<file path="config.mk">
export PLATFORM = sky130hd
export DESIGN_NAME = async_fifo_flat
export DESIGN_NICKNAME = d
export VERILOG_FILES = /design/src/rtl/async_fifo_pkg.sv /design/src/rtl/async_fifo_if.sv /design/src/rtl/async_fifo_mem.sv /design/src/rtl/async_fifo.sv /design/src/flat_wrapper.sv
export SDC_FILE = /design/constraint.sdc
export NUM_CORES = 1
export LEC_CHECK = 0
export ABC_AREA = 0
export CAP_MARGIN = 40
export CELL_PAD_IN_SITES_DETAIL_PLACEMENT = 1
export CELL_PAD_IN_SITES_GLOBAL_PLACEMENT = 1
export CORE_MARGIN = 2
export CORE_UTILIZATION = 47
export CTS_CLUSTER_SIZE = 24
export DETAILED_ROUTE_END_ITERATION = 12
export HOLD_SLACK_MARGIN = 0.02
export PLACE_DENSITY = 0.8
export SYNTH_ARGS = -nofsm -noshare
export SYNTH_HDL_FRONTEND = slang
export SYNTH_SLANG_ARGS = --single-unit
</file>
<file path="constraint.sdc">
create_clock -name clk -period 2.2 [get_ports clk]
set_clock_uncertainty 0.1 [all_clocks]
set_input_delay 0.66 -clock clk [delete_from_list [all_inputs] [get_ports clk]]
set_output_delay 0.66 -clock clk [all_outputs]
set_load 0.03 [all_outputs]
</file>
<file path="src/rtl/async_fifo_pkg.sv">
`default_nettype none
// ============================================================================
// Module   : async_fifo_pkg
// Purpose  : Shared definitions for the async_fifo block:
//            - default DATA_WIDTH / ADDR_WIDTH values
//            - ptr_t : ADDR_WIDTH+1 bit pointer (MSB = wrap bit)
//            - ptr_full / ptr_empty : occupancy decode from two pointers
// Macro    : ASYNC_FIFO_ERR_FLAGS_EN (used by the interface and top, not here)
// Revision : 1.0 - initial release
// ============================================================================
package async_fifo_pkg;

   localparam int DEF_DATA_WIDTH = 8;
   localparam int DEF_ADDR_WIDTH = 4;
   localparam int DEF_DEPTH      = 1 << DEF_ADDR_WIDTH;

   typedef logic [DEF_ADDR_WIDTH:0] ptr_t;

   // Full: same slot, but the writer has lapped the reader once.
   function automatic logic ptr_full(input ptr_t wptr, input ptr_t rptr);
      return (wptr[DEF_ADDR_WIDTH-1:0] == rptr[DEF_ADDR_WIDTH-1:0]) &&
             (wptr[DEF_ADDR_WIDTH] != rptr[DEF_ADDR_WIDTH]);
   endfunction

   function automatic logic ptr_empty(input ptr_t wptr, input ptr_t rptr);
      return (wptr == rptr);
   endfunction

endpackage : async_fifo_pkg
`default_nettype wire

</file>
<file path="src/rtl/async_fifo_if.sv">
`default_nettype none
// ============================================================================
// Module   : async_fifo_if
// Purpose  : Producer/consumer handshake bundle for async_fifo.
//            master : drives write_en, read_en, data_in; observes status/data
//            slave  : the FIFO side
// Signals  : write_en, read_en, data_in[DATA_WIDTH], full, empty,
//            out[DATA_WIDTH]; overflow/underflow when
//            ASYNC_FIFO_ERR_FLAGS_EN is defined
// Revision : 1.0 - initial release
// ============================================================================
interface async_fifo_if
   import async_fifo_pkg::*;
#(
   parameter int DATA_WIDTH = DEF_DATA_WIDTH
);
   logic                  write_en;
   logic                  read_en;
   logic [DATA_WIDTH-1:0] data_in;
   logic                  full;
   logic                  empty;
   logic [DATA_WIDTH-1:0] out;
`ifdef ASYNC_FIFO_ERR_FLAGS_EN
   logic                  overflow;
   logic                  underflow;

   modport master (output write_en, read_en, data_in,
                   input  full, empty, out, overflow, underflow);
   modport slave  (input  write_en, read_en, data_in,
                   output full, empty, out, overflow, underflow);
`else
   modport master (output write_en, read_en, data_in,
                   input  full, empty, out);
   modport slave  (input  write_en, read_en, data_in,
                   output full, empty, out);
`endif
endinterface : async_fifo_if
`default_nettype wire

</file>
<file path="src/rtl/async_fifo_mem.sv">
`default_nettype none
// ============================================================================
// Module   : async_fifo_mem
// Purpose  : DEPTH x DATA_WIDTH register array, synchronous write port and a
//            registered read port. Only the read register is reset; the
//            array contents survive reset.
// Ports    : clk, reset (async, active-high)
//            wr_en_i, wr_addr_i, wr_data_i  - write port
//            rd_en_i, rd_addr_i             - read port
//            rd_data_o                      - registered read data
// Revision : 1.0 - initial release
// ============================================================================
module async_fifo_mem
   import async_fifo_pkg::*;
#(
   parameter int DATA_WIDTH = DEF_DATA_WIDTH,
   parameter int ADDR_WIDTH = DEF_ADDR_WIDTH
) (
   input  wire logic                  clk,
   input  wire logic                  reset,
   input  wire logic                  wr_en_i,
   input  wire logic [ADDR_WIDTH-1:0] wr_addr_i,
   input  wire logic [DATA_WIDTH-1:0] wr_data_i,
   input  wire logic                  rd_en_i,
   input  wire logic [ADDR_WIDTH-1:0] rd_addr_i,
   output logic      [DATA_WIDTH-1:0] rd_data_o
);
   localparam int DEPTH = 1 << ADDR_WIDTH;

   logic [DATA_WIDTH-1:0] mem_q [DEPTH];
   logic [DATA_WIDTH-1:0] rd_data_q;

   always_ff @(posedge clk) begin
      if (wr_en_i) begin
         mem_q[wr_addr_i] <= wr_data_i;
      end
   end

   // Holds its value between accepted reads.
   always_ff @(posedge clk or posedge reset) begin
      if (reset) begin
         rd_data_q <= '0;
      end else if (rd_en_i) begin
         rd_data_q <= mem_q[rd_addr_i];
      end
   end

   assign rd_data_o = rd_data_q;

endmodule : async_fifo_mem
`default_nettype wire

</file>
<file path="src/rtl/async_fifo.sv">
`default_nettype none
// ============================================================================
// Module   : async_fifo
// Purpose  : Single-clock FIFO, DEPTH = 2**ADDR_WIDTH entries, registered
//            full/empty flags and registered read data.
// Ports    : clk   - clock, rising edge
//            reset - asynchronous, active-high
//            bus   - async_fifo_if.slave (write_en, read_en, data_in,
//                    full, empty, out [, overflow, underflow])
// Macro    : ASYNC_FIFO_ERR_FLAGS_EN - adds sticky overflow/underflow flags
// Revision : 1.0 - initial release
// ============================================================================
module async_fifo
   import async_fifo_pkg::*;
#(
   parameter int DATA_WIDTH = DEF_DATA_WIDTH,
   parameter int ADDR_WIDTH = DEF_ADDR_WIDTH
) (
   input  wire logic     clk,
   input  wire logic     reset,
   async_fifo_if.slave   bus
);
   logic [ADDR_WIDTH:0]   wptr_q, wptr_d;
   logic [ADDR_WIDTH:0]   rptr_q, rptr_d;
   logic                  full_q, full_d;
   logic                  empty_q, empty_d;
   logic                  wr_acc;
   logic                  rd_acc;
   logic [DATA_WIDTH-1:0] rd_data;

   // Acceptance uses the registered flags, so a write arriving while full is
   // dropped even if a read frees a slot on the same edge.
   assign wr_acc = bus.write_en & ~full_q;
   assign rd_acc = bus.read_en  & ~empty_q;

   assign wptr_d = wptr_q + {{ADDR_WIDTH{1'b0}}, wr_acc};
   assign rptr_d = rptr_q + {{ADDR_WIDTH{1'b0}}, rd_acc};

   // Flags are decoded from the next pointers and registered, so they move
   // on the same edge as the pointers.
   generate
      if (ADDR_WIDTH == DEF_ADDR_WIDTH) begin : g_pkg_flags
         assign full_d  = ptr_full(wptr_d, rptr_d);
         assign empty_d = ptr_empty(wptr_d, rptr_d);
      end else begin : g_generic_flags
         assign full_d  = (wptr_d[ADDR_WIDTH-1:0] == rptr_d[ADDR_WIDTH-1:0]) &&
                          (wptr_d[ADDR_WIDTH] != rptr_d[ADDR_WIDTH]);
         assign empty_d = (wptr_d == rptr_d);
      end
   endgenerate

   always_ff @(posedge clk or posedge reset) begin
      if (reset) begin
         wptr_q  <= '0;
         rptr_q  <= '0;
         full_q  <= 1'b0;
         empty_q <= 1'b1;
      end else begin
         wptr_q  <= wptr_d;
         rptr_q  <= rptr_d;
         full_q  <= full_d;
         empty_q <= empty_d;
      end
   end

   async_fifo_mem #(
      .DATA_WIDTH (DATA_WIDTH),
      .ADDR_WIDTH (ADDR_WIDTH)
   ) u_mem (
      .clk       (clk),
      .reset     (reset),
      .wr_en_i   (wr_acc),
      .wr_addr_i (wptr_q[ADDR_WIDTH-1:0]),
      .wr_data_i (bus.data_in),
      .rd_en_i   (rd_acc),
      .rd_addr_i (rptr_q[ADDR_WIDTH-1:0]),
      .rd_data_o (rd_data)
   );

   assign bus.full  = full_q;
   assign bus.empty = empty_q;
   assign bus.out   = rd_data;

`ifdef ASYNC_FIFO_ERR_FLAGS_EN
   logic overflow_q;
   logic underflow_q;

   always_ff @(posedge clk or posedge reset) begin
      if (reset) begin
         overflow_q  <= 1'b0;
         underflow_q <= 1'b0;
      end else begin
         if (bus.write_en && full_q) begin
            overflow_q <= 1'b1;
         end
         if (bus.read_en && empty_q) begin
            underflow_q <= 1'b1;
         end
      end
   end

   assign bus.overflow  = overflow_q;
   assign bus.underflow = underflow_q;
`endif

endmodule : async_fifo
`default_nettype wire

</file>
<file path="src/flat_wrapper.sv">
// flat-port wrapper written by rule: the top's interface ports become plain ports
module async_fifo_flat import async_fifo_pkg::*;
#(
   parameter int DATA_WIDTH = DEF_DATA_WIDTH,
   parameter int ADDR_WIDTH = DEF_ADDR_WIDTH
)
  (clk, reset, bus_write_en, bus_read_en, bus_data_in, bus_full, bus_empty, bus_out);
  async_fifo_if #(.DATA_WIDTH(DATA_WIDTH)) bus_i ();
  input  wire logic clk;
  input  wire logic reset;
  input wire logic [$bits(bus_i.write_en)-1:0] bus_write_en;
  input wire logic [$bits(bus_i.read_en)-1:0] bus_read_en;
  input wire logic [$bits(bus_i.data_in)-1:0] bus_data_in;
  output wire logic [$bits(bus_i.full)-1:0] bus_full;
  output wire logic [$bits(bus_i.empty)-1:0] bus_empty;
  output wire logic [$bits(bus_i.out)-1:0] bus_out;
  assign bus_i.write_en = bus_write_en;
  assign bus_i.read_en = bus_read_en;
  assign bus_i.data_in = bus_data_in;
  assign bus_full = bus_i.full;
  assign bus_empty = bus_i.empty;
  assign bus_out = bus_i.out;
  async_fifo #(.DATA_WIDTH(DATA_WIDTH), .ADDR_WIDTH(ADDR_WIDTH)) u_core (.clk(clk), .reset(reset), .bus(bus_i));
endmodule
</file>
==> metrics.cfg, run 1 <==
[final_layout]
fin_cells = 524
antenna_cells = 0
drive_gt1_frac = 0.2679
final_nets = 380
final_cell_mix = edfxtp_1, buf_4, mux4_2
final_util = 0.5915
area_growth_pct = 22.61
mostFrequentLayoutCell = edfxtp_1

[job]
max_cap_viol_count = 0

[grt]
grt_usage = 0.2264
antenna_found_initial = 0
grt_pass1_vias = 3341
grt_overflow_total = 0
grt_max_degree = 36
grt_pass1_wl_um = 20940

[timing]
tightest_slew_ns = 0.6264
hold_viol_final = 0
min_period_ns = 2.199
maxSlewHeadroom = 0.5811
post-route-period-util = 0.9994
fmax_mhz = 454.8
slew_viol_final = 0
fin_tns_setup_ns = 0
setup_viol = 0

[place]
gp_routability_congestion = 0.7777
place.port_buffers = 21
place_inst = 491
dp_hpwl_um = 8209

[die]
coreArea_mm2 = 0.01201
ios = 22
fp-row-count = 40
start_util = 0.4824
die_height_um = 115.0
die-area_mm2 = 0.01323
die_w_um = 115.0

[critical_path]
worstPathArrival_ns = 2.22
worstPathMaxFanout = 8
cp.required_ns = 2.22
worstSetupStartpointType = input pin
ff2ff_setup_slack_ns = 0.11
crit_type = input pin to register
endpoint_kind = register

[route]
wl_um = 13560
routed_via_density = 5.884
route.detailed.drc = 0
drt_iter0_drc = 259
ant_nets = 0
vias = 3083
routedWlPerCell_um = 25.88
drt_pass1_iterations = 4

[clock_tree]
cts_root_buffer = clkbuf_16
cts_tree = yes
cts_htree_levels = 4
cts.sinks = 148
clk_latency_ns = 0.42
cts_buffers = 17
ctsLongestPathBuffers = 2
cts.hold.buffers_added = 0
cts.clk_slew.worst_paths_ns = 0.06

[power_and_ir_drop]
ir_drop_uv = 911.4
p_leak_nw = 2.486
pwr_density_cell_mw_per_mm2 = 1417
total_power_mw = 10.06

[yosys]
avgSynthCellArea_um2 = 19.00
synth_cell_type_count = 30
yosysSeqAreaShare = 0.7499
ys.warnings.count = 0
mappedNetlistArea_mm2 = 0.005794
syn-num-nets = 321
netlist_instances = 305
synth_seq_cells = 148

[outcome]
outcome = finished clean

[min_path]
hold_class = register to register

cells in the mapped netlist:
cell	number	area share
ha_1	4	0.0086
nand3b_1	3	0.0039
a211oi_1	1	0.0013
a21oi_1	14	0.012
nand2_1	3	0.0019
o221ai_1	7	0.011
nor2_1	21	0.014
edfxtp_1	128	0.66
buf_4	1	0.0013
or3b_1	1	0.0015
buf_2	3	0.0026
mux4_2	23	0.089
xnor2_1	2	0.0030
xor2_2	1	0.0028
nand3_1	8	0.0069
nand4_1	1	0.0011
a22oi_1	8	0.010
nor3_1	4	0.0035
mux2i_1	18	0.031
clkbuf_1	4	0.0026
nand2b_1	5	0.0054
buf_6	6	0.012
dfrtp_1	19	0.082
nor2b_1	4	0.0043
xor2_1	8	0.012
nor3_2	1	0.0017
dfstp_2	1	0.0045
inv_1	4	0.0026
nor3b_2	1	0.0022
or3_4	1	0.0019
worst max-delay path, stage by stage:
cell and delay [ns]:
clkdlybuf4s50_1 0.47, nor2b_4 0.17, buf_4 0.15, or3b_4 0.42
nor2_1 0.18, buf_6 0.18
cell type report:
type	instances	area, um2
Fill cell	1059	4907
Multi-Input combinational cell	139	1433
Timing Repair Buffer	54	480.5
Clock inverter	12	209.0
Tap cell	147	183.9
Inverter	4	15.01
Clock buffer	20	436.7
Sequential cell	148	4347
logic make-up (layout without fill, tap and decap cells):
| kind of cell | Yosys count | in the layout | share of synthesized area |
|---|---|---|---|
| DFF | 148 | 148 | 0.7499 |
| and+or+nand+nor | 53 | 53 | 0.04794 |
| muxes | 41 | 41 | 0.1205 |
| AOI/OAI and AO/OA | 30 | 30 | 0.03434 |
| buffers and inverters | 18 | 90 | 0.02073 |
| xor gates and xnor gates | 11 | 11 | 0.01792 |
| adders and majority gates | 4 | 4 | 0.008638 |
path summary, 6_finish.rpt:
kind | start | to | cells past startpoint
setup / recovery | bus_write_en | u_core.u_mem.mem_q[2][7] | 6
hold / removal | u_core.u_mem.rd_data_o[3] | u_core.u_mem.rd_data_o[3] | 2
setup reg to reg | u_core.bus.empty | u_core.bus.full | 8
hold reg to reg | u_core.u_mem.rd_data_o[3] | u_core.u_mem.rd_data_o[3] | 2
max in group asynchronous | reset | u_core.bus.empty | 3
min in group asynchronous | reset | u_core.rptr_q[0] | 3
flip-flops by register name, summed over array words and instances, names as in the netlist:
register	cells
u_core.u_mem.rd_data_o	8
u_core.rptr_q	5
u_core.wptr_q	5
u_core.bus.full	1
u_core.bus.empty	1
u_core.u_mem.mem_q	128
report_power, final:
part,internal [mW],switching (mW),leakage [nW],total (mW)
clock,2.11,1.05,0.311,3.16
combinational,1.33,1.71,0.787,3.04
sequential,3.52,0.344,1.39,3.86
total,6.96,3.11,2.49,10.1
repair_timing:
action / 4_1_cts / 5_1_grt
gates cloned: 0 / 0
buffers inserted: 0 / 1
endpoints found under the setup margin: 36 / 26
endpoints found under the hold margin: 0 / 0
gates resized for setup: 15 / 10
pin swaps: 0 / 1
routing by layer:
layer	vias up	part of all wire	global-route usage
met1	1627	0.42	0.3058
met2	106	0.51	0.3635
li1	1329	-	-
met4	0	0.022	0.09076
met3	21	0.048	0.04850
met5	-	0	0
per-stage QoR:
step                setup WS, ns  area [um2]  hold slack, ns
floorplan               -0.06007        5842          0.3770
global placement         -0.4206        6387          0.3892
detailed placement       -0.5522        6387          0.4200
CTS                     -0.03056        7043          0.4334
global route             -0.1016        7104          0.4470
finish                  0.001220        7104          0.4260
Power figures use the tool's default switching activity.
==> run 2, diff against run 1 <==
Settings changed: MAX_ROUTING_LAYER set to met4.
==> run 2 against run 1 <==
Net effect: cell count unchanged; clock-buffer cell count unchanged; core utilization unchanged; die area unchanged; worst setup slack better by 0.0092 ns; maximum frequency up 0.42%; first-iteration DRC count up 6.9%; critical endpoint unchanged; highest routed layer unchanged.
==> metrics.cfg, run 2 (synthesis gave the netlist of run 1 again) <==
[outcome]
outcome = finished clean  ; unchanged

[critical_path]
worstPathMaxFanout = 8  ; unchanged
critical_path.startpoint = bus_write_en  ; unchanged
crit_type = input pin to register  ; unchanged
worstSetupStartpointType = input pin  ; unchanged
path_buf_inv = 3  ; unchanged
max_stage_delay_ns = 0.47  ; about the same
r2r-start = u_core.bus.empty  ; unchanged
path_cells = clkdlybuf4s50_1, nor2b_4, buf_4, or3b_4, nor2_1, buf_6  ; unchanged
cp_top_family = buffers and inverters  ; unchanged
endpoint_kind = register  ; unchanged
worstPathArrival_ns = 2.22  ; about the same
cp.required_ns = 2.23  ; was 2.22 ns
rr_worst_depth = 8  ; unchanged
crit_path_top_delay_cell = clkdlybuf4s50_1  ; unchanged
ff2ff_setup_slack_ns = 0.12  ; was 0.11 ns
r2r_end = u_core.bus.full  ; unchanged

[timing]
fmax_mhz = 456.7  ; was 454.8 MHz
tightest_slew_ns = 0.6365  ; was 0.6264 ns
maxSlewHeadroom = 0.5744  ; was 0.5811
slew_viol_final = 0  ; unchanged
setup_viol = 0  ; unchanged
min_period_ns = 2.190  ; was 2.199 ns
whs_ns = 0.4258  ; was 0.4260 ns
fin_tns_setup_ns = 0  ; unchanged
hold_viol_final = 0  ; unchanged
post-route-period-util = 0.9952  ; was 0.9994

[grt]
grtUsageMet3 = 0.04797  ; was 0.04850
grt_usage = 0.2335  ; was 0.2264
top_usage_layer = met2  ; unchanged
grt_pass1_vias = 3343  ; was 3,341
antenna_found_initial = 0  ; unchanged
grt_max_degree = 36  ; unchanged
grt_use_met1 = 0.3065  ; was 0.3058
grtUsageMet2 = 0.3627  ; was 0.3635
grt_overflow_total = 0  ; unchanged
grt_pass1_wl_um = 20940  ; unchanged

[die]
die-area_mm2 = 0.01323  ; unchanged
ios = 22  ; unchanged
die_height_um = 115.0  ; unchanged
die_w_um = 115.0  ; unchanged
fp-row-count = 40  ; unchanged
coreArea_mm2 = 0.01201  ; unchanged
start_util = 0.4824  ; unchanged

[power_and_ir_drop]
ir_drop_uv = 908.6  ; was 911.4 uV
p_leak_nw = 2.486  ; unchanged
pwr_density_cell_mw_per_mm2 = 1417  ; about the same
total_power_mw = 10.07  ; was 10.06 mW

[final_layout]
largest_register_ffs = 128  ; unchanged
ff_latch_area_mm2 = 0.004347  ; unchanged
fillers = 1059  ; unchanged
regMostFlops = u_core.u_mem.mem_q  ; unchanged
final_cell_mix = edfxtp_1, buf_4, mux4_2  ; unchanged
multi_input_area_mm2 = 0.001433  ; unchanged
final_area_mm2 = 0.007104  ; unchanged
antenna_cells = 0  ; unchanged
drive_gt1_frac = 0.2679  ; unchanged
mostFrequentLayoutCell = edfxtp_1  ; unchanged
area_growth_pct = 22.61  ; unchanged
final_nets = 380  ; unchanged

[clock_tree]
clk_latency_ns = 0.42  ; about the same
cts_htree_levels = 4  ; unchanged
cts_root_buffer = clkbuf_16  ; unchanged
cts.clk_slew.worst_paths_ns = 0.06  ; about the same
cts.sinks = 148  ; unchanged
cts.hold.buffers_added = 0  ; unchanged
cts_buffers = 17  ; unchanged
cts_tree = yes  ; unchanged
ctsLongestPathBuffers = 2  ; unchanged

[route]
routed_via_density = 5.935  ; was 5.884
route.detailed.drc = 0  ; unchanged
routedWlPerCell_um = 25.77  ; was 25.88 um
vias = 3110  ; was 3,083
drt_pass1_iterations = 5  ; was 4
ant_nets = 0  ; unchanged
wl_um = 13510  ; was 13,560 um
drt_iter0_drc = 277  ; was 259

[job]
max_cap_viol_count = 0  ; unchanged

[place]
place.port_buffers = 21  ; unchanged
post_dp_cell_area_mm2 = 0.006387  ; unchanged
dp_hpwl_um = 8209  ; unchanged
gp_routability_congestion = 0.7884  ; was 0.7777

[min_path]
hold_start = u_core.u_mem.rd_data_o[3]  ; unchanged
hold_class = register to register  ; unchanged
whs_endpoint = u_core.u_mem.rd_data_o[3]  ; unchanged
worstHoldPathCells = 2  ; unchanged

run 2: cell type report:
type | instances | area share
timing repair buffer | 54 | 0.06763
clock inverter | 12 | 0.02941
multi-input combinational | 139 | 0.2017
clock buffer | 20 | 0.06147
inverter | 4 | 0.002113
sequential | 148 | 0.6118
tap | 147 | 0.02589
run 2: worst max-delay path by stage:
stage                                     to  slack [ns]  cells past startpoint
detailed placement           u_core.bus.full       -0.55                      8
finish              u_core.u_mem.mem_q[2][7]        0.01                      6
floorplan                    u_core.bus.full       -0.06                      9
global route                 u_core.bus.full       -0.10                      8
CTS                          u_core.bus.full       -0.03                      8
global placement             u_core.bus.full       -0.42                      8
run 2: stage by stage:
stage / setup slack, ns / instances / utilization
detailed placement: -0.5522 / 491 / 0.5318
global placement: -0.4206 / 491 / 0.5318
finish: 0.01047 / 524 / 0.5915
global route: -0.1016 / 524 / 0.5915
CTS: -0.03056 / 523 / 0.5864
floorplan: -0.06007 / 305 / -
run 2: worst register-to-register path, cell delays in order (launching register included):
cell      delay [ns]
dfstp_2         0.55
nand2b_4        0.13
inv_2           0.05
ha_4            0.16
ha_4            0.16
xor2_2          0.15
xor2_1          0.18
or3_4           0.36
nor3b_2         0.18
run 2: what timing repair did:
item / 4_1_cts / 5_1_grt
pin swaps: 0 / 1
buffers inserted: 0 / 1
resized for setup: 15 / 10
endpoints found under the setup margin: 36 / 26
run 2: power by group:
part / internal (mW) / switching, mW / leakage [nW]
sequential: 3.52 / 0.346 / 1.39
combinational: 1.33 / 1.71 / 0.787
clock: 2.11 / 1.05 / 0.311
run 2: layer usage:
metal  wire length, um  vias up
li1                  -     1329
met1              5605     1626
met2              6955      125
met3               659       30
met4               285        0
met5                 0        -
